**src/rtl/bk_pkg.sv**
```systemverilog
// ---------------------------------------------------------------------------
// bk_pkg
//   Shared constants and the stage-1 register layout for bk_diff_recover.
//
//   W     : addend width (the sum is W+1 bits).
//   HALF  : width of the low slice handled by stage 1 (W = 2*HALF).
//   s1_t  : everything stage 2 needs from stage 1:
//             d_lo : low-half difference S[HALF-1:0] - A[HALF-1:0]
//             b1   : borrow out of the low half
//             s_hi : S[W:HALF]   (includes the adder carry-out)
//             a_hi : A[W-1:HALF]
// ---------------------------------------------------------------------------
package bk_pkg;

    localparam int W    = 12;
    localparam int HALF = 6;

    typedef struct packed {
        logic [HALF-1:0] d_lo;
        logic            b1;
        logic [HALF:0]   s_hi;
        logic [HALF-1:0] a_hi;
    } s1_t;

endpackage

```
**src/rtl/bk_sub_slice.sv**
```systemverilog
// ---------------------------------------------------------------------------
// bk_sub_slice
//   N-bit subtractor diff = a - b - bin with borrow-out, using parallel-prefix
//   borrow generation so the borrow chain depth is log2(N) rather than N.
//
//   a, b  : in  N   operands
//   bin   : in  1   borrow-in
//   diff  : out N   (a - b - bin) mod 2^N
//   bout  : out 1   borrow out of the top bit (1 when a < b + bin)
// ---------------------------------------------------------------------------
module bk_sub_slice #(
    parameter int N = 6
) (
    input  logic [N-1:0] a,
    input  logic [N-1:0] b,
    input  logic         bin,
    output logic [N-1:0] diff,
    output logic         bout
);

    localparam int unsigned LEVELS = (N > 1) ? $clog2(N) : 1;

    // Bit i generates a borrow when a=0,b=1 and passes an incoming borrow
    // through when a==b.
    logic [N-1:0] gen_b;
    logic [N-1:0] prop_b;
    // grp_g[i] ends up as the borrow out of bits [i:0], including bin.
    logic [N-1:0] grp_g;
    logic [N-1:0] grp_p;
    logic [N-1:0] nxt_g;
    logic [N-1:0] nxt_p;
    logic [N-1:0] bor_in;

    assign gen_b  = ~a & b;
    assign prop_b = ~(a ^ b);

    always_comb begin
        grp_g = gen_b;
        grp_p = prop_b;
        nxt_g = '0;
        nxt_p = '0;
        // Fold the borrow-in into bit 0 so every group result below
        // already accounts for it.
        grp_g[0] = gen_b[0] | (prop_b[0] & bin);
        grp_p[0] = 1'b0;
        for (int unsigned lvl = 0; lvl < LEVELS; lvl++) begin
            nxt_g = grp_g;
            nxt_p = grp_p;
            for (int unsigned i = 0; i < N; i++) begin
                if (i >= (32'd1 << lvl)) begin
                    nxt_g[i] = grp_g[i] | (grp_p[i] & grp_g[i - (32'd1 << lvl)]);
                    nxt_p[i] = grp_p[i] & grp_p[i - (32'd1 << lvl)];
                end
            end
            grp_g = nxt_g;
            grp_p = nxt_p;
        end
    end

    always_comb begin
        bor_in = '0;
        for (int unsigned i = 0; i < N; i++) begin
            if (i == 0) begin
                bor_in[i] = bin;
            end else begin
                bor_in[i] = grp_g[i-1];
            end
        end
    end

    assign diff = a ^ b ^ bor_in;
    assign bout = grp_g[N-1];

endmodule

```
**src/rtl/bk_diff_recover.sv**
```systemverilog
// ---------------------------------------------------------------------------
// bk_diff_recover
//   Two-stage pipelined inverse of a W-bit adder: given sum S (W+1 bits) and
//   addend A (W bits) it recovers B = S - A and flags pairs no W-bit B could
//   have produced. Stage 1 subtracts the low HALF bits, stage 2 the high part
//   with the stage-1 borrow. Valid/ready on both sides, 2-entry buffering.
//
//   clk       : in  1    clock, rising edge
//   rst_n     : in  1    asynchronous active-low reset
//   in_valid  : in  1    in_sum/in_addend valid
//   in_ready  : out 1    pair accepted this cycle
//   in_sum    : in  W+1  sum S (bit W is the adder carry-out)
//   in_addend : in  W    known addend A
//   out_valid : out 1    result valid
//   out_ready : in  1    consumer accepts the result
//   out_diff  : out W    (S - A) mod 2^W
//   out_err   : out 1    S - A < 0 or S - A >= 2^W
// ---------------------------------------------------------------------------
module bk_diff_recover
    import bk_pkg::*;
#(
    parameter int W    = bk_pkg::W,
    parameter int HALF = bk_pkg::HALF
) (
    input  logic         clk,
    input  logic         rst_n,
    input  logic         in_valid,
    output logic         in_ready,
    input  logic [W:0]   in_sum,
    input  logic [W-1:0] in_addend,
    output logic         out_valid,
    input  logic         out_ready,
    output logic [W-1:0] out_diff,
    output logic         out_err
);

    logic            v1;
    s1_t             s1_q;
    logic            adv1;
    logic            adv2;

    logic [HALF-1:0] d_lo;
    logic            b1;
    logic [HALF:0]   h_lo;
    logic            h_neg;

    // ------------------------------------------------------------------
    // Flow control: a stage advances when the stage after it can take
    // its contents or it holds nothing worth keeping.
    // ------------------------------------------------------------------
    assign adv2     = out_ready | ~out_valid;
    assign adv1     = adv2 | ~v1;
    assign in_ready = adv1;

    // ------------------------------------------------------------------
    // Stage 1: low-half subtract
    // ------------------------------------------------------------------
    bk_sub_slice #(
        .N (HALF)
    ) u_lo (
        .a    (in_sum[HALF-1:0]),
        .b    (in_addend[HALF-1:0]),
        .bin  (1'b0),
        .diff (d_lo),
        .bout (b1)
    );

    always_ff @(posedge clk or negedge rst_n) begin
        if (!rst_n) begin
            v1   <= 1'b0;
            s1_q <= '0;
        end else if (adv1) begin
            v1 <= in_valid;
            if (in_valid) begin
                s1_q <= '{d_lo: d_lo,
                          b1:   b1,
                          s_hi: in_sum[W:HALF],
                          a_hi: in_addend[W-1:HALF]};
            end
        end
    end

    // ------------------------------------------------------------------
    // Stage 2: high part {0,S_hi} - {00,A_hi} - b1, done as a HALF+1 bit
    // subtract whose borrow-out stands in for the sign bit H[HALF+1].
    // h_lo[HALF] set means the result overflowed W bits.
    // ------------------------------------------------------------------
    bk_sub_slice #(
        .N (HALF + 1)
    ) u_hi (
        .a    (s1_q.s_hi),
        .b    ({1'b0, s1_q.a_hi}),
        .bin  (s1_q.b1),
        .diff (h_lo),
        .bout (h_neg)
    );

    always_ff @(posedge clk or negedge rst_n) begin
        if (!rst_n) begin
            out_valid <= 1'b0;
            out_diff  <= '0;
            out_err   <= 1'b0;
        end else if (adv2) begin
            out_valid <= v1;
            if (v1) begin
                out_diff <= {h_lo[HALF-1:0], s1_q.d_lo};
                out_err  <= h_neg | h_lo[HALF];
            end
        end
    end

endmodule

```
**config.mk**
```make
export PLATFORM = sky130hd
export DESIGN_NAME = bk_diff_recover
export DESIGN_NICKNAME = d
export VERILOG_FILES = /design/src/rtl/bk_pkg.sv /design/src/rtl/bk_sub_slice.sv /design/src/rtl/bk_diff_recover.sv
export SDC_FILE = /design/constraint.sdc
export NUM_CORES = 1
export LEC_CHECK = 0
export CORE_ASPECT_RATIO = 2
export CORE_MARGIN = 3
export CORE_UTILIZATION = 35
export CTS_CLUSTER_SIZE = 16
export DETAILED_ROUTE_END_ITERATION = 16
export HOLD_SLACK_MARGIN = 0.1
export PLACE_DENSITY = 0.69
export SETUP_SLACK_MARGIN = 0.15
export SYNTH_ARGS = -nofsm -noshare
export SYNTH_HDL_FRONTEND = slang
export SYNTH_SLANG_ARGS = --single-unit
```
**constraint.sdc**
```tcl
create_clock -name clk -period 4.61 [get_ports clk]
set_clock_uncertainty 0.2 [all_clocks]
set_input_delay 0.6915 -clock clk [delete_from_list [all_inputs] [get_ports clk]]
set_output_delay 0.6915 -clock clk [all_outputs]
set_load 0.005 [all_outputs]
```
# Word-level counts from Yosys, hierarchy flattened
# Cells that the tools add are included.
dict set report op_classes {
  bitwise 81
  n_reduce_logical 2
}
# operator n
set ops {}
lappend ops {{$and 1x1->1} 40}
lappend ops {{$or 1x1->1} 29}
lappend ops {{$not 7->7} 2}
lappend ops {{$not 6->6} 2}
lappend ops {{$xor 6x6->6} 2}
lappend ops {{$and 7x6->7} 1}
lappend ops {{$xor 7x6->7} 1}
lappend ops {{$xor 7x7->7} 1}
lappend ops {{$and 6x6->6} 1}
lappend ops {{$reduce_and 2->1} 2}
lappend ops {{$not 1->1} 2}
dict set report totals {
  ff_bits 35
  in_bits 29
  elab_cells 91
}

# Logic depth before layout (Yosys ltp)
dict set report depth {
  depth_word 10
  depth_mapped 8
}

# By module
# From an unflattened synthesis, not the netlist that was laid out.
dict set report unflattened {
  cells_unflattened 156
  hier_area_um2 2072.0
}
# mod n_inst cells_per_inst area_each_um2 seq_area_each_um2
set modules_own_cells {}
lappend modules_own_cells {bk_diff_recover 1 80 1477.7 875.8}
lappend modules_own_cells {{bk_sub_slice at u_lo} 1 38 299.0 0.0}
lappend modules_own_cells {{bk_sub_slice at u_hi} 1 38 295.3 0.0}

# Worst setup path after synthesis
# OpenSTA, ideal clock, no wires.
dict set report synth_timing {
  path_type {reg-to-reg}
  startpoint {register s1_q[0] in the netlist's numbering}
  endpoint {register out_err}
  setup_time_ps 130
  arrival_time_ps 1759
  path_slack_ps 2521
  stages_incl_launch_ff 9
  synth_period_minus_slack_ps 2089
  path_cell_list {dfrtp_1 -> inv_1 -> fa_1 -> inv_1 -> fa_1 -> a21o_1 -> o2bb2ai_1 -> a2111oi_2 -> o31ai_1}
}
dict set report synth_via {
  elab_chain_cells 10
}
# element line
set synth_lines {}
lappend synth_lines {{start: declaration} bk_diff_recover.sv:38} ;# s1_t s1_q;
lappend synth_lines {{start signal: assignment} bk_diff_recover.sv:75} ;# s1_q <= '{d_lo: d_lo,
lappend synth_lines {{$xor 7x6->7} bk_sub_slice.sv:35} ;# assign prop_b = ~(a ^ b);
lappend synth_lines {{$not 7->7} bk_sub_slice.sv:35}
lappend synth_lines {{$and 1x1->1} bk_sub_slice.sv:44} ;# grp_g[0] = gen_b[0] | (prop_b[0] & bin);
lappend synth_lines {{$or 1x1->1 *} bk_sub_slice.sv:44}
lappend synth_lines {{$and 1x1->1} bk_sub_slice.sv:51} ;# nxt_g[i] = grp_g[i] | (grp_p[i] & grp_g[i - (32'd1 << lvl)]);
lappend synth_lines {{$or 1x1->1} bk_sub_slice.sv:51}
lappend synth_lines {{$and 1x1->1} bk_sub_slice.sv:51}
lappend synth_lines {{$or 1x1->1} bk_sub_slice.sv:51}
lappend synth_lines {{$xor 7x7->7} bk_sub_slice.sv:71} ;# assign diff = a ^ b ^ bor_in;
lappend synth_lines {{$or 1x1->1 *} bk_diff_recover.sv:107} ;# out_err <= h_neg | h_lo[HALF];
lappend synth_lines {{end signal: assignment} bk_diff_recover.sv:107}
lappend synth_lines {{end: declaration} bk_diff_recover.sv:34} ;# output logic out_err
# Mark *: on every way between the ends. The rest lies on a longest branch, timed or not.
# A chain may end at the register's enable or synchronous reset.

# Worst setup path after layout
dict set report layout_timing {
  startpoint {input port out_ready}
  endpoint {output port in_ready}
}
dict set report layout_via {
  elab_chain_cells 2
}
# element line
set layout_lines {}
lappend layout_lines {{start: declaration} bk_diff_recover.sv:32} ;# input logic out_ready,
lappend layout_lines {{$or 1x1->1} bk_diff_recover.sv:51} ;# assign adv2 = out_ready | ~out_valid;
lappend layout_lines {{$or 1x1->1} bk_diff_recover.sv:52} ;# assign adv1 = adv2 | ~v1;
lappend layout_lines {{end: declaration} bk_diff_recover.sv:28} ;# output logic in_ready,
# No other way between the ends.

==> metrics.log <==
[metrics] Seq cells post-synth: 35
[metrics] Crit path arrival time: 1.82 ns
[metrics] number of top-level design ports: 44
[metrics] CTS Root Buffer Type: sky130_fd_sc_hd__clkbuf_8
[metrics] pin count of the biggest net entering global routing: 36
[metrics] number of gates resized after cts: 0
[metrics] transition time at the pin with the least slew margin: 0.6692 ns
[metrics] post-detailed-placement half-perimeter wirelength: 2705 um
[metrics] type of the most critical hold path: reg -> reg
[metrics] nets@finish: 256
[metrics] crit share post-route: 0.5890
[metrics] largest fanout on the critical path: 6
[metrics] RSZ-0062 raised after global routing: no
[metrics] Core Rows: 36
[metrics] via density per instance: 4.934
[metrics] final count of hold timing violations: 0
[metrics] sequential share of the synthesized area: 0.4778
[metrics] die boundary height: 108.3 um
[metrics] count of input and output buffers: 43
[metrics] crit path time final: 2.715 ns
[metrics] Synth top area share: 0.4778
[metrics] most area-consuming cells after synthesis: sky130_fd_sc_hd__dfrtp_1 (48%), sky130_fd_sc_hd__ha_1 (7.5%), sky130_fd_sc_hd__mux2_2 (6.1%), sky130_fd_sc_hd__mux2_4 (4.9%), sky130_fd_sc_hd__o21ai_0 (4.6%)
[metrics] leakage power figure: 1.096 nW
[metrics] max_cap viols: 0
[metrics] proportion of layout cells with a drive suffix above 1: 0.1262
[metrics] CORE AREA: 4955 um^2
[metrics] cell area after technology mapping: 1833 um^2
[metrics] number of levels the H-tree was split into: 2
[metrics] clock tree from TritonCTS: built
[metrics] Worst Hold Slack: 0.2739 ns
[metrics] hold path startpoint: s1_q[18]
[metrics] number of buffers inserted during clock tree synthesis: 5
[metrics] beginning of the critical path: out_ready
[metrics] total overflow reported by the global router: 0
[metrics] final sum of negative setup slack: 0 ns
[metrics] number of global-route vias before repair: 1,370
[metrics] power per standard cell area: 399.9 nW/um^2
[metrics] Post-CTS Hold Fix Bufs: 0
[metrics] run status: completed
[metrics] async set or reset register ratio after synthesis: 1.000
[metrics] RePlAce Congestion: 0.6965
[metrics] Initial Utilization: 0.3699
[metrics] Syn Inst Count: 165
[metrics] Mapped Nets: 208
[metrics] area of the die: 6194 um^2
[metrics] type of element launching the critical path: primary input
[metrics] detailed-route wire length: 3484 um
[metrics] number of flops mapped to enable cells by yosys: 0
[metrics] FMAX: 368.3 MHz
[metrics] Die X: 57.17 um
[metrics] number of distinct library cells after synthesis: 34
[metrics] post-CTS clock slew at the launch and capture registers of the worst setup and hold paths: 0.07 ns
[metrics] Worst EP required: 3.72 ns
[metrics] Final setup viols: 0
[metrics] number of antenna violations at the first check in global routing: 0
[metrics] number of buffers on the longest clock path: 2
[metrics] wire length of the first global-routing pass: 5968 um
[metrics] layout overhead on the synthesized area: 31.33%
[metrics] GR Util All Layers: 0.1257
[metrics] largest voltage drop on the vdd net: 0.0002091 V
[metrics] flip-flop cell with the highest count after synthesis: sky130_fd_sc_hd__dfrtp_1
[metrics] routed wirelength normalized by instance count: 12.86 um
[metrics] DRC violations left: 0
[metrics] starting DRC count in detailed routing: 35
[metrics] startpoint of the worst-slack reg-to-reg timing path: s1_q[0]
[metrics] antenna diode count: 0
[metrics] Worst setup EP type: output pin
[metrics] leading area contributor after synthesis: sky130_fd_sc_hd__dfrtp_1
[metrics] classification of the worst setup path: in -> out
[metrics] headroom to the max-slew limit: 0.5528
[metrics] Yosys warning count: 0
[metrics] number of routed nets with antenna violations: 0
[metrics] # clock sinks: 35
[metrics] number of search-and-repair iterations in the first detailed-routing pass: 4
[metrics] number of max-slew violations in the final report: 0
[metrics] post-synthesis area per instance: 11.11 um^2
[metrics] source-to-sink clock delay at the later pin of the worst-skew pair: 0.29 ns
[metrics] vias after detailed routing: 1,337
[metrics] number of fillers in the final layout: 494
[metrics] post-CTS setup repair buffer count: 0
## layout make-up
cell class	instances	area [um^2]	share of cell area
sequential	35	875.8	0.3638
multi-input combinational	110	873.3	0.3628
clock inverter	2	12.51	0.005198
timing repair buffer	44	437.9	0.1819
clock buffer	6	72.57	0.03015
tap	57	71.32	0.02963
inverter	17	63.81	0.02651
## Yosys cell counts (all sizes together) (2+ instances only)
master	count
a21oi	6
inv	17
nand2	19
xor2	2
nand3b	2
a21o	3
dfrtp	35
nand2b	4
nand3	3
fa	3
nor3	2
o21a	3
ha	11
buf	2
o31a	2
mux2	16
o21ai	17
xnor2	3
nor2	3
## registers in the layout (all words and copies together), names as in the netlist
register and flops:
out_diff 12, out_err 1, out_valid 1, s1_q 20, v1 1
## worst paths after layout
path | to | cells past startpoint | slack (ns)
max | in_ready | 3 | 1.89
min | s1_q[18] | 2 | 0.27
max reg2reg | out_err | 8 | 2.33
min reg2reg | s1_q[18] | 2 | 0.27
max in group asynchronous | s1_q[11] | 2 | 3.28
min in group asynchronous | out_valid | 2 | 0.61
## kinds of logic after synthesis
group / count (synthesis) / share of synthesized area
mux: 17 / 0.1160
xor+xnor: 5 / 0.02390
flops: 35 / 0.4778
buf+inv: 20 / 0.04573
compound gates: 37 / 0.1263
fa+ha+maj: 14 / 0.1079
simple gates: 37 / 0.1024
## per-layer routing
metal  track usage  part of all wire  vias to the layer above
li1              -                 -                      660
met1        0.1170              0.35                      638
met2        0.2455              0.58                       31
met3       0.02867             0.046                        8
met4       0.05970             0.021                        0
met5             0                 0                        -
## worst max-delay path, stage by stage
cell and delay, ns:
sky130_fd_sc_hd__clkdlybuf4s50_1 0.47, sky130_fd_sc_hd__nand3b_4 0.16, sky130_fd_sc_hd__clkdlybuf4s50_1 0.50
## cell usage in the layout, fill, tap and decap left out, types with 2 or more instances in the layout
cell,Yosys,routed
sky130_fd_sc_hd__nand2b_1,4,4
sky130_fd_sc_hd__ha_1,11,11
sky130_fd_sc_hd__clkdlybuf4s50_1,0,43
sky130_fd_sc_hd__dfrtp_1,35,35
sky130_fd_sc_hd__fa_1,3,3
sky130_fd_sc_hd__nand3_1,3,3
sky130_fd_sc_hd__nand2_1,19,19
sky130_fd_sc_hd__o31a_1,2,2
sky130_fd_sc_hd__a21o_1,3,3
sky130_fd_sc_hd__mux2_2,10,10
sky130_fd_sc_hd__nor3_1,2,2
sky130_fd_sc_hd__xor2_1,2,2
sky130_fd_sc_hd__inv_1,17,17
sky130_fd_sc_hd__o21a_1,3,3
sky130_fd_sc_hd__a21oi_1,6,6
sky130_fd_sc_hd__o21ai_0,17,17
sky130_fd_sc_hd__nor2_1,3,3
sky130_fd_sc_hd__mux2_4,6,6
sky130_fd_sc_hd__xnor2_1,3,3
sky130_fd_sc_hd__clkbuf_8,0,5
## stage by stage
stage | area (um^2) | power (W) | setup slack (ns) | std cells | util
final | 2407 | 0.0009627 | 1.895 | 271 | 0.4859
after floorplan | 1833 | 0.0005995 | 2.521 | 165 | -
after CTS | 2407 | 0.0009828 | 1.888 | 271 | 0.4859
after detailed placement | 2322 | 0.0007628 | 1.893 | 263 | 0.4687
after global placement | 2322 | 0.0007542 | 1.896 | 263 | 0.4687
after global routing | 2407 | 0.001033 | 1.851 | 271 | 0.4859
## where the power goes
group	switching (W)	total, W	leakage [nW]	internal (W)
logic	0.000130	0.000330	0.638	0.000200
registers	0.0000363	0.000417	0.417	0.000381
clock network	0.000110	0.000215	0.0412	0.000105
No activity file was read; power rests on OpenSTA's default activity.
